**src/rtl/cfr_access_arb_pkg.sv**
```systemverilog
// rtl/cfr_access_arb_pkg.sv - shared CFR widths, arbiter state type and CFR address map
package aimc_lib;

    localparam int CFR_ADDR_WIDTH = 12;
    localparam int DATA_WIDTH     = 32;
    localparam int MASK_WIDTH     = DATA_WIDTH / 8;

    typedef enum logic [1:0] {
        IDLE  = 2'd0,
        ISSUE = 2'd1,
        WAIT  = 2'd2,
        RESP  = 2'd3
    } cfr_arb_state_t;

    // The one place the mapped CFR addresses are listed.
    function automatic bit cfr_addr_legal(input logic [CFR_ADDR_WIDTH-1:0] addr);
        case (addr)
            12'h000,
            12'h008, 12'h009, 12'h00A, 12'h00B, 12'h00C, 12'h00D,
            12'h010,
            12'h018,
            12'h020: return 1'b1;
            default: return 1'b0;
        endcase
    endfunction

endpackage

```
**src/rtl/cfr_access_arb_if.sv**
```systemverilog
// rtl/cfr_access_arb_if.sv - requester-side request/response bundle of the CFR arbiter
interface cfr_access_arb_if
    import aimc_lib::*;
#(
    parameter int NUM_REQ = 2
);

    logic [NUM_REQ-1:0]                req_valid;
    logic [NUM_REQ-1:0]                req_ready;
    logic [NUM_REQ-1:0]                req_wr;
    logic [NUM_REQ*CFR_ADDR_WIDTH-1:0] req_addr;
    logic [NUM_REQ*MASK_WIDTH-1:0]     req_mask;
    logic [NUM_REQ*DATA_WIDTH-1:0]     req_din;
    logic [NUM_REQ-1:0]                rsp_valid;
    logic [NUM_REQ-1:0]                rsp_ready;
    logic [DATA_WIDTH-1:0]             rsp_data;
    logic                              rsp_err;

    modport master (
        output req_valid, req_wr, req_addr, req_mask, req_din, rsp_ready,
        input  req_ready, rsp_valid, rsp_data, rsp_err
    );

    modport slave (
        input  req_valid, req_wr, req_addr, req_mask, req_din, rsp_ready,
        output req_ready, rsp_valid, rsp_data, rsp_err
    );

endinterface

```
**src/rtl/cfr_access_arb_rr_arbiter.sv**
```systemverilog
// rtl/cfr_access_arb_rr_arbiter.sv - round-robin grant starting at a pointer
module rr_arbiter #(
    parameter int NUM_REQ = 2
) (
    input  logic [NUM_REQ-1:0]         req,
    input  logic [$clog2(NUM_REQ)-1:0] rr_ptr,
    input  logic                       en,
    output logic [NUM_REQ-1:0]         grant,
    output logic [$clog2(NUM_REQ)-1:0] grant_idx
);

    localparam int IDX_W = $clog2(NUM_REQ);

    logic [IDX_W:0]   sum;
    logic [IDX_W-1:0] cand;
    logic             found;

    // Scan indices rr_ptr, rr_ptr+1, ... with wrap; the first requesting one wins.
    always_comb begin
        grant     = '0;
        grant_idx = '0;
        sum       = '0;
        cand      = '0;
        found     = 1'b0;
        for (int k = 0; k < NUM_REQ; k++) begin
            sum = {1'b0, rr_ptr} + (IDX_W+1)'(k);
            if (sum >= (IDX_W+1)'(NUM_REQ)) begin
                sum = sum - (IDX_W+1)'(NUM_REQ);
            end
            cand = sum[IDX_W-1:0];
            if (en && !found && req[cand]) begin
                found     = 1'b1;
                grant     = NUM_REQ'(1) << cand;
                grant_idx = cand;
            end
        end
    end

endmodule

```
**src/rtl/cfr_access_arb.sv**
```systemverilog
// rtl/cfr_access_arb.sv - round-robin sharing of the single CFR access port
module cfr_access_arb
    import aimc_lib::*;
#(
    parameter int NUM_REQ = 2
) (
    input  logic                      clk,
    input  logic                      rst_n,
    cfr_access_arb_if.slave           req_if,
    output logic                      cfr_we,
    output logic                      cfr_re,
    output logic [CFR_ADDR_WIDTH-1:0] cfr_addr,
    output logic [MASK_WIDTH-1:0]     cfr_mask,
    output logic [DATA_WIDTH-1:0]     cfr_din,
    input  logic [DATA_WIDTH-1:0]     cfr_dout
);

    localparam int               IDX_W    = $clog2(NUM_REQ);
    localparam logic [IDX_W-1:0] LAST_IDX = IDX_W'(NUM_REQ - 1);

    cfr_arb_state_t state, state_nxt;

    logic [IDX_W-1:0]          rr_ptr;
    logic [IDX_W-1:0]          own_idx;
    logic [IDX_W-1:0]          grant_idx;
    logic [NUM_REQ-1:0]        grant;
    logic                      wr_q;
    logic [DATA_WIDTH-1:0]     rsp_data_q;
    logic                      rsp_err_q;

    logic                      sel_wr;
    logic [CFR_ADDR_WIDTH-1:0] sel_addr;
    logic [MASK_WIDTH-1:0]     sel_mask;
    logic [DATA_WIDTH-1:0]     sel_din;
    logic                      sel_legal;
    logic                      accept;
    logic                      rsp_done;

    // Arbitration only runs in IDLE, so the grant doubles as the one-hot ready.
    rr_arbiter #(.NUM_REQ(NUM_REQ)) u_rr_arbiter (
        .req       (req_if.req_valid),
        .rr_ptr    (rr_ptr),
        .en        (state == IDLE),
        .grant     (grant),
        .grant_idx (grant_idx)
    );

    // Pick out the granted requester's payload and classify its address.
    always_comb begin
        sel_wr    = req_if.req_wr[grant_idx];
        sel_addr  = req_if.req_addr[grant_idx*CFR_ADDR_WIDTH +: CFR_ADDR_WIDTH];
        sel_mask  = req_if.req_mask[grant_idx*MASK_WIDTH +: MASK_WIDTH];
        sel_din   = req_if.req_din[grant_idx*DATA_WIDTH +: DATA_WIDTH];
        sel_legal = cfr_addr_legal(sel_addr);
        accept    = (state == IDLE) && (|grant);
        rsp_done  = (state == RESP) && req_if.rsp_ready[own_idx];
    end

    // Ready is masked by reset so nothing looks acceptable while held in reset.
    assign req_if.req_ready = grant & {NUM_REQ{rst_n}};
    assign req_if.rsp_data  = rsp_data_q;
    assign req_if.rsp_err   = rsp_err_q;

    // Response valid goes only to the owner of the current transaction.
    always_comb begin
        req_if.rsp_valid = '0;
        if (state == RESP) begin
            req_if.rsp_valid[own_idx] = 1'b1;
        end
    end

    // State register.
    always_ff @(posedge clk or negedge rst_n) begin
        if (!rst_n) begin
            state <= IDLE;
        end else begin
            state <= state_nxt;
        end
    end

    // Next state: illegal addresses skip the CFR entirely, reads take an extra wait cycle.
    always_comb begin
        state_nxt = state;
        case (state)
            IDLE: begin
                if (accept) begin
                    state_nxt = sel_legal ? ISSUE : RESP;
                end
            end
            ISSUE:   state_nxt = wr_q ? RESP : WAIT;
            WAIT:    state_nxt = RESP;
            RESP: begin
                if (rsp_done) begin
                    state_nxt = IDLE;
                end
            end
            default: state_nxt = IDLE;
        endcase
    end

    // Transaction capture, registered CFR strobes/buses and response data.
    always_ff @(posedge clk or negedge rst_n) begin
        if (!rst_n) begin
            rr_ptr     <= '0;
            own_idx    <= '0;
            wr_q       <= 1'b0;
            rsp_data_q <= '0;
            rsp_err_q  <= 1'b0;
            cfr_we     <= 1'b0;
            cfr_re     <= 1'b0;
            cfr_addr   <= '0;
            cfr_mask   <= '0;
            cfr_din    <= '0;
        end else begin
            cfr_we   <= 1'b0;
            cfr_re   <= 1'b0;
            cfr_addr <= '0;
            cfr_mask <= '0;
            cfr_din  <= '0;
            if (accept) begin
                own_idx    <= grant_idx;
                wr_q       <= sel_wr;
                rr_ptr     <= (grant_idx == LAST_IDX) ? '0 : grant_idx + 1'b1;
                rsp_data_q <= '0;
                rsp_err_q  <= !sel_legal;
                if (sel_legal) begin
                    cfr_we   <= sel_wr;
                    cfr_re   <= !sel_wr;
                    cfr_addr <= sel_addr;
                    cfr_mask <= sel_mask;
                    cfr_din  <= sel_din;
                end
            end
            if (state == WAIT) begin
                rsp_data_q <= cfr_dout;
            end
            if (rsp_done) begin
                rsp_data_q <= '0;
                rsp_err_q  <= 1'b0;
            end
        end
    end

endmodule

```
**src/flat_wrapper.sv**
```systemverilog
// flat-port wrapper written by rule: the top's interface ports become plain ports
module cfr_access_arb_flat import aimc_lib::*;
#(
    parameter int NUM_REQ = 2
)
  (clk, rst_n, cfr_we, cfr_re, cfr_addr, cfr_mask, cfr_din, cfr_dout, req_if_req_valid, req_if_req_wr, req_if_req_addr, req_if_req_mask, req_if_req_din, req_if_rsp_ready, req_if_req_ready, req_if_rsp_valid, req_if_rsp_data, req_if_rsp_err);
  cfr_access_arb_if #(.NUM_REQ(NUM_REQ)) req_if_i ();
  input  logic clk;
  input  logic rst_n;
  output logic cfr_we;
  output logic cfr_re;
  output logic [CFR_ADDR_WIDTH-1:0] cfr_addr;
  output logic [MASK_WIDTH-1:0] cfr_mask;
  output logic [DATA_WIDTH-1:0] cfr_din;
  input  logic [DATA_WIDTH-1:0] cfr_dout;
  input wire logic [$bits(req_if_i.req_valid)-1:0] req_if_req_valid;
  input wire logic [$bits(req_if_i.req_wr)-1:0] req_if_req_wr;
  input wire logic [$bits(req_if_i.req_addr)-1:0] req_if_req_addr;
  input wire logic [$bits(req_if_i.req_mask)-1:0] req_if_req_mask;
  input wire logic [$bits(req_if_i.req_din)-1:0] req_if_req_din;
  input wire logic [$bits(req_if_i.rsp_ready)-1:0] req_if_rsp_ready;
  output wire logic [$bits(req_if_i.req_ready)-1:0] req_if_req_ready;
  output wire logic [$bits(req_if_i.rsp_valid)-1:0] req_if_rsp_valid;
  output wire logic [$bits(req_if_i.rsp_data)-1:0] req_if_rsp_data;
  output wire logic [$bits(req_if_i.rsp_err)-1:0] req_if_rsp_err;
  assign req_if_i.req_valid = req_if_req_valid;
  assign req_if_i.req_wr = req_if_req_wr;
  assign req_if_i.req_addr = req_if_req_addr;
  assign req_if_i.req_mask = req_if_req_mask;
  assign req_if_i.req_din = req_if_req_din;
  assign req_if_i.rsp_ready = req_if_rsp_ready;
  assign req_if_req_ready = req_if_i.req_ready;
  assign req_if_rsp_valid = req_if_i.rsp_valid;
  assign req_if_rsp_data = req_if_i.rsp_data;
  assign req_if_rsp_err = req_if_i.rsp_err;
  cfr_access_arb #(.NUM_REQ(NUM_REQ)) u_core (.clk(clk), .rst_n(rst_n), .req_if(req_if_i), .cfr_we(cfr_we), .cfr_re(cfr_re), .cfr_addr(cfr_addr), .cfr_mask(cfr_mask), .cfr_din(cfr_din), .cfr_dout(cfr_dout));
endmodule
```
**config.mk**
```make
export PLATFORM = sky130hd
export DESIGN_NAME = cfr_access_arb_flat
export DESIGN_NICKNAME = d
export VERILOG_FILES = /design/src/rtl/cfr_access_arb_pkg.sv /design/src/rtl/cfr_access_arb_if.sv /design/src/rtl/cfr_access_arb_rr_arbiter.sv /design/src/rtl/cfr_access_arb.sv /design/src/flat_wrapper.sv
export SDC_FILE = /design/constraint.sdc
export NUM_CORES = 1
export LEC_CHECK = 0
export ABC_AREA = 1
export BUFFER_PORTS_ARGS = -buffer_cell sky130_fd_sc_hd__buf_2
export CORE_MARGIN = 4
export CORE_UTILIZATION = 40
export DETAILED_ROUTE_END_ITERATION = 10
export GPL_TIMING_DRIVEN = 1
export PLACE_DENSITY = 0.77
export SETUP_SLACK_MARGIN = 0.05
export SLEW_MARGIN = 20
export SYNTH_ARGS = -nofsm -noshare
export SYNTH_HDL_FRONTEND = slang
export SYNTH_HIERARCHICAL = 1
export SYNTH_SLANG_ARGS = --single-unit
export TNS_END_PERCENT = 20
```
**constraint.sdc**
```tcl
create_clock -name clk -period 2.15 [get_ports clk]
set_input_delay 0.3225 -clock clk [delete_from_list [all_inputs] [get_ports clk]]
set_output_delay 0.3225 -clock clk [all_outputs]
set_load 0.05 [all_outputs]
```
==> results of run 1 <==
sequential cells by signal, indices dropped and copies added (netlist names), 2 cells and up:
register / count
u_core/cfr_addr: 12
u_core/cfr_din: 32
u_core/cfr_mask: 4
u_core/req_if.rsp_data: 32
u_core/state: 2
cell type report:
| class | instances | area, um2 |
|---|---|---|
| Clock buffer | 9 | 124 |
| Tap cell | 129 | 161 |
| Clock inverter | 7 | 118 |
| Timing Repair Buffer | 256 | 1520 |
| Multi-Input combinational cell | 281 | 1690 |
| Inverter | 26 | 103 |
| Fill cell | 782 | 3460 |
| Sequential cell | 88 | 2200 |
repair_timing:
| item | CTS | global route |
|---|---|---|
| pin swaps | 0 | 12 |
| setup endpoints to repair | 72 | 81 |
| setup buffers | 0 | 14 |
| gates resized for setup | 4 | 65 |
| gates cloned | 0 | 6 |
cell usage after synthesis (all sizes together):
| library cell | n |
|---|---|
| nand2 | 94 |
| dfrtp | 88 |
| nand3 | 66 |
| nor2 | 59 |
| mux2i | 36 |
| inv | 26 |
| buf | 16 |
| clkbuf | 10 |
| o21ai | 6 |
| a21oi | 5 |
| ha | 4 |
| a311oi | 1 |
| conb | 1 |
| o21bai | 1 |
| o32ai | 1 |
| or2 | 1 |
stage by stage:
| step | setup WS, ps | instance area, um2 | power, W |
|---|---|---|---|
| floorplan | 62.9 | 3930 | 0.00450 |
| global placement | -9.81 | 5210 | 0.00525 |
| detailed placement | -149 | 5210 | 0.00536 |
| CTS | -86.7 | 5470 | 0.00676 |
| global route | -312 | 5910 | 0.00746 |
| finish | -131 | 5910 | 0.00704 |
metal layers:
metal	global-route usage (%)	part of all wire (%)	vias to the layer above
li1	-	-	1815
met1	23.2	39	1797
met2	31.0	49	184
met3	6.92	11	15
met4	5.84	1.4	0
met5	0	0	-
path summary, 6_finish.rpt:
check | start | to | cells after the start
worst max-delay path | u_core/state[1] | u_core/cfr_din[13] | 16
worst min-delay path | rst_n | u_core/own_idx | 2
worst max register to register | u_core/state[1] | u_core/cfr_din[13] | 16
worst min register to register | u_core/req_if.rsp_data[31] | u_core/req_if.rsp_data[31] | 2
max in group asynchronous | rst_n | u_core/req_if.rsp_data[30] | 2
min in group clk | cfr_dout[3] | u_core/req_if.rsp_data[3] | 3
where the power goes:
part / internal, W / total [W] / switching (W)
combinational: 0.00109 / 0.00350 / 0.00241
clock: 0.000777 / 0.00138 / 0.000600
sequential: 0.00198 / 0.00216 / 0.000176
total: 0.00385 / 0.00704 / 0.00319
cell families after synthesis:
group                    synth area share [%]
other                                  0.0960
AO/OA/AOI/OAI                            2.05
adder cells (fa/ha/maj)                  1.28
multiplexers                             9.23
flip-flops                               56.4
buffers and inverters                    6.47
AND/OR/NAND/NOR                          24.5
==> run_results.csv, run 1 <==
group,metric,value,unit
run_status,outcome,"finished with violations",
run_status,violations,"setup timing",
timing,timing.setup.tns,-3960,ps
global_route,antenna_found_initial,0,
worst_setup_path,critical_path_arrival,2560,ps
worst_setup_path,path_delay_family,"simple AND/OR/NAND/NOR gates",
detailed_routing,routed_via_density,4.79,
yosys,synthTopCellsByArea,"dfrtp_1 56%, mux2i_1 9.2%, nand2_1 8.9%, nand3_1 8.3%, nor2_1 4.6%",
floorplan,dieHeight,107,um
global_route,first_global_vias,3634,
yosys,synth_cell_type_count,24,
detailed_routing,totalWireLength,11.9,mm
yosys,synth_seq_area_share,56.4,%
detailed_routing,drc,0,
worst_setup_path,worstPathRequired,2430,ps
worst_setup_path,critical_path_buf_inv_count,5,
cells_and_area,antenna_cells,0,
power,pwr_density_cell,1190,nW/um2
detailed_routing,dr.first_iter.drc_count,223,
timing,fin_worst_skew,11.8,ps
placement,place_congestion,0.771,
detailed_routing,wire_per_inst,14.9,um
floorplan,std_cell_rows,35,
worst_hold_path,min_path_type,"in -> async",
timing,relSlewSlack,54.6,%
detailed_routing,num_vias,3811,
cts,hold_buffers,0,
cts,cts_tree,"yes",
job,drv_cap,0,
placement,place_hpwl,8.41,mm
timing,setup_ws,-131,ps
worst_setup_path,cp-start-kind,"flop",
cells_and_area,mostFrequentLayoutCells,"219 x buf_2, 88 x dfrtp_1, 85 x nand2_1, 65 x nand3_1, 36 x mux2i_1",
cells_and_area,final_cells,796,
cts,clock-sinks,88,
timing,setup_viol,42,
placement,place_inst,760,
worst_setup_path,cp_cell_sequence,"inv_2, ha_4, nand2_4, a21oi_4, clkinv_4, buf_12, nand2_1, nand2_2, inv_1, nand2_1, nand2_1, nand2_2, nor2_4, nand2_8, buf_8, nor2_1",
cells_and_area,final_nets,802,
yosys,synth_cells,415,
cts,clock_path_buffers,2,
cts,path_clk_slew,90,ps
floorplan,dieArea,11400,um2
timing,finalMaxSlewViolations,0,
floorplan,io_pins,223,
worst_setup_path,critPathMaxFanout,7,
timing,rsz0062_at_grt,"yes",
timing,period_needed,2280,ps
yosys,netlist_area,3900,um2
yosys,ys_seq_elements,88,
cts,htreeDepth,3,
cells_and_area,post-route-util,63.1,%
worst_setup_path,cp_slowest_cell,"dfrtp_1",
global_route,grt_first_pass_wirelength,17.4,mm
worst_setup_path,critPathMostFrequentCell,"nand2_1",
global_route,grt_max_degree,65,
yosys,synth_top_area_cell,"dfrtp_1",
worst_setup_path,critical_path_class,"reg -> reg",
floorplan,die_w,107,um
timing,hold_viol,0,
cells_and_area,layout-drive-gt1-share,49.5,%
power,peakVddDrop,0.000670,V
cells_and_area,final_common_cell,"buf_2",
worst_setup_path,rrSetupSlack,-130,ps
yosys,synth_top_area_share,56.4,%
cts,numCtsBuffers,9,
timing,fmax,0.438,GHz
worst_setup_path,end_kind,"flop",
cts,worstSkewPairLatency,350,ps
yosys,synth_area_per_cell,9.41,um2
floorplan,start_util,41.7,%
global_route,grt_use_total,18.9,%
detailed_routing,dr.pass1.iters,4,
timing,worst_pin_slew,679,ps
worst_setup_path,cp_slowest_stage_delay,400,ps
global_route,grt.overflow.total,0,
detailed_routing,drtAntennaViolNets,0,
cells_and_area,syn2layout_area_growth,51.4,%
floorplan,design.core.area,9370,um2
power,p_leak,3.37,nW
cts,cts-root-buf,"clkbuf_8",
placement,portBuffers,222,
timing,post-route-period-util,106,%
yosys,ys_warn_count,6,
timing,finalHoldWorstSlack,51.4,ps
No activity file was read; power rests on OpenSTA's default activity.
==> run 2: changes to the inputs <==
--- a/config.mk
+++ b/config.mk
@@ -7,11 +7,12 @@
 export LEC_CHECK = 0
 export ABC_AREA = 1
 export BUFFER_PORTS_ARGS = -buffer_cell sky130_fd_sc_hd__buf_2
+export CAP_MARGIN = 20
 export CORE_MARGIN = 4
-export CORE_UTILIZATION = 40
+export CORE_UTILIZATION = 41
 export DETAILED_ROUTE_END_ITERATION = 10
 export GPL_TIMING_DRIVEN = 1
-export PLACE_DENSITY = 0.77
+export PLACE_DENSITY = 0.75
 export SETUP_SLACK_MARGIN = 0.05
 export SLEW_MARGIN = 20
 export SYNTH_ARGS = -nofsm -noshare
==> constraint.sdc (replaced) <==
create_clock -name clk -period 2.75 [get_ports clk]
set_input_delay 0.4125 -clock clk [delete_from_list [all_inputs] [get_ports clk]]
set_output_delay 0.4125 -clock clk [all_outputs]
set_load 0.05 [all_outputs]
==> run_results.csv, run 2 (same netlist as run 1, synthesis figures left out) <==
group,metric,value,unit
placement,portBuffers,222,
floorplan,std_cell_rows,35,
cells_and_area,final_common_cell,"buf_2",
timing,fmax,0.403,GHz
cts,clock-sinks,88,
placement,place_hpwl,8.20,mm
power,pwr_density_cell,921,nW/um2
global_route,grt_first_pass_wirelength,17.0,mm
detailed_routing,totalWireLength,10.8,mm
worst_hold_path,min_path_type,"in -> reg",
global_route,antenna_found_initial,0,
placement,place_congestion,0.820,
timing,fin_worst_skew,13.9,ps
floorplan,io_pins,223,
cells_and_area,antenna_cells,0,
placement,preCtsSetupSlack,177,ps
global_route,grt_max_degree,77,
cells_and_area,layout-drive-gt1-share,41.4,%
worst_setup_path,cp_slowest_cell,"dfrtp_1",
floorplan,die_w,106,um
global_route,grt.overflow.total,0,
worst_setup_path,rrSetupSlack,330,ps
floorplan,dieArea,11100,um2
worst_setup_path,critical_path_arrival,2070,ps
timing,rsz0062_at_grt,"no",
job,drv_cap,0,
worst_setup_path,critPathMaxFanout,18,
detailed_routing,wire_per_inst,14.1,um
global_route,first_global_vias,3719,
detailed_routing,dr.first_iter.drc_count,142,
detailed_routing,drtAntennaViolNets,0,
timing,hold_viol,0,
worst_setup_path,cp_slowest_stage_delay,450,ps
timing,timing.setup.tns,0,ps
floorplan,start_util,42.3,%
run_status,outcome,"finished clean",
power,peakVddDrop,0.000390,V
timing,finalMaxSlewViolations,0,
detailed_routing,num_vias,3643,
timing,relSlewSlack,37.1,%
worst_setup_path,critical_path_class,"reg -> out",
worst_setup_path,path_delay_family,"buffers and inverters",
cts,cts-root-buf,"clkbuf_8",
floorplan,design.core.area,9240,um2
detailed_routing,drc,0,
timing,worst_pin_slew,944,ps
timing,setup_viol,0,
cells_and_area,mostFrequentLayoutCells,"221 x buf_2, 92 x nand2_1, 88 x dfrtp_1, 65 x nand3_1, 47 x nor2_1",
timing,post-route-period-util,90.2,%
timing,setup_ws,270,ps
cts,cts_tree,"yes",
detailed_routing,routed_via_density,4.73,
worst_setup_path,end_kind,"primary output",
cells_and_area,fillers,841,
cts,path_clk_slew,90,ps
cells_and_area,final_nets,777,
cts,clock_path_buffers,2,
detailed_routing,dr.pass1.iters,4,
cts,worstSkewPairLatency,350,ps
global_route,grt_use_total,19.0,%
worst_setup_path,cp-start-kind,"flop",
cts,htreeDepth,3,
worst_setup_path,worstPathRequired,2340,ps
worst_setup_path,critical_path_buf_inv_count,4,
timing,period_needed,2480,ps
power,p_leak,3.14,nW
worst_setup_path,cp_cell_sequence,"inv_1, ha_2, nand2_1, a21oi_4, buf_4, nand2_1, inv_1, buf_2",
cts,numCtsBuffers,9,
cells_and_area,syn2layout_area_growth,37.6,%
floorplan,dieHeight,106,um
run 2: changes by cell type in the layout (fill, tap and decap cells not counted), moves of 3 or more:
cell / before / now
buf_6: 3 / 0
nand2_2: 7 / 1
buf_12: 4 / 1
buf_4: 24 / 8
clkbuf_16: 4 / 0
nor2_1: 23 / 47
nand2_1: 85 / 92
bufinv_16: 3 / 0
nor2_2: 21 / 9
inv_1: 22 / 25
nor2_4: 15 / 3
run 2: layer usage:
metal | GRT usage [%] | routed length, um
met1 | 22.1 | 4270
met3 | 5.94 | 1000
met4 | 6.57 | 148
met2 | 32.9 | 5430
met5 | 0 | 0
run 2: worst register-to-register path, delay by kind of cell (launching register included):
family                   cells  cell delay [ps]
AND/OR/NAND/NOR              6              720
adder cells (fa/ha/maj)      1              240
AO/OA/AOI/OAI                3              370
buffers and inverters        4              570
flip-flops                   1              450
run 2: worst paths after layout:
path	start	cells after the start	to
min in group asynchronous	rst_n	2	u_core/cfr_addr[8]
setup / recovery	u_core/state[0]	8	req_if_req_ready[1]
hold reg to reg	u_core/req_if.rsp_data[16]	2	u_core/req_if.rsp_data[16]
hold / removal	cfr_dout[31]	3	u_core/req_if.rsp_data[31]
setup reg to reg	u_core/state[0]	14	u_core/cfr_addr[0]
max in group asynchronous	rst_n	3	u_core/cfr_din[29]
run 2: cell type report:
cell class                 instances  area [um2]  share of cell area [%]
inverter                          26        97.6                    1.82
clock buffer                      11         151                    2.82
clock inverter                     5        38.8                   0.722
timing repair buffer             231        1200                    22.3
tap                              129         161                    3.00
sequential                        88        2200                    41.0
multi-input combinational        281        1530                    28.4
run 2: report_power, final:
group	internal (W)	leakage, nW	switching [W]
registers	0.00155	1.17	0.000147
clock network	0.000384	0.0963	0.000451
logic	0.000663	1.88	0.00176
total	0.00260	3.14	0.00235
run 2: timing repair:
action | CTS | global route
setup endpoints to repair | 0 | 44
endpoints found under the hold margin | 12 | 0
setup buffers | 0 | 1
hold buffers | 1 | 0
gates resized for setup | 0 | 4
run 2: stage by stage:
| stage | power (W) | instances | hold slack, ps | utilization (%) | cell area [um2] |
|---|---|---|---|---|---|
| after floorplan | 0.00351 | 420 | 117 | - | 3920 |
| after global placement | 0.00405 | 752 | 266 | 55.3 | 5110 |
| after detailed placement | 0.00413 | 752 | 270 | 55.4 | 5120 |
| after CTS | 0.00499 | 769 | 274 | 57.5 | 5320 |
| after global routing | 0.00527 | 771 | 282 | 58.2 | 5370 |
| final | 0.00495 | 771 | 294 | 58.2 | 5370 |
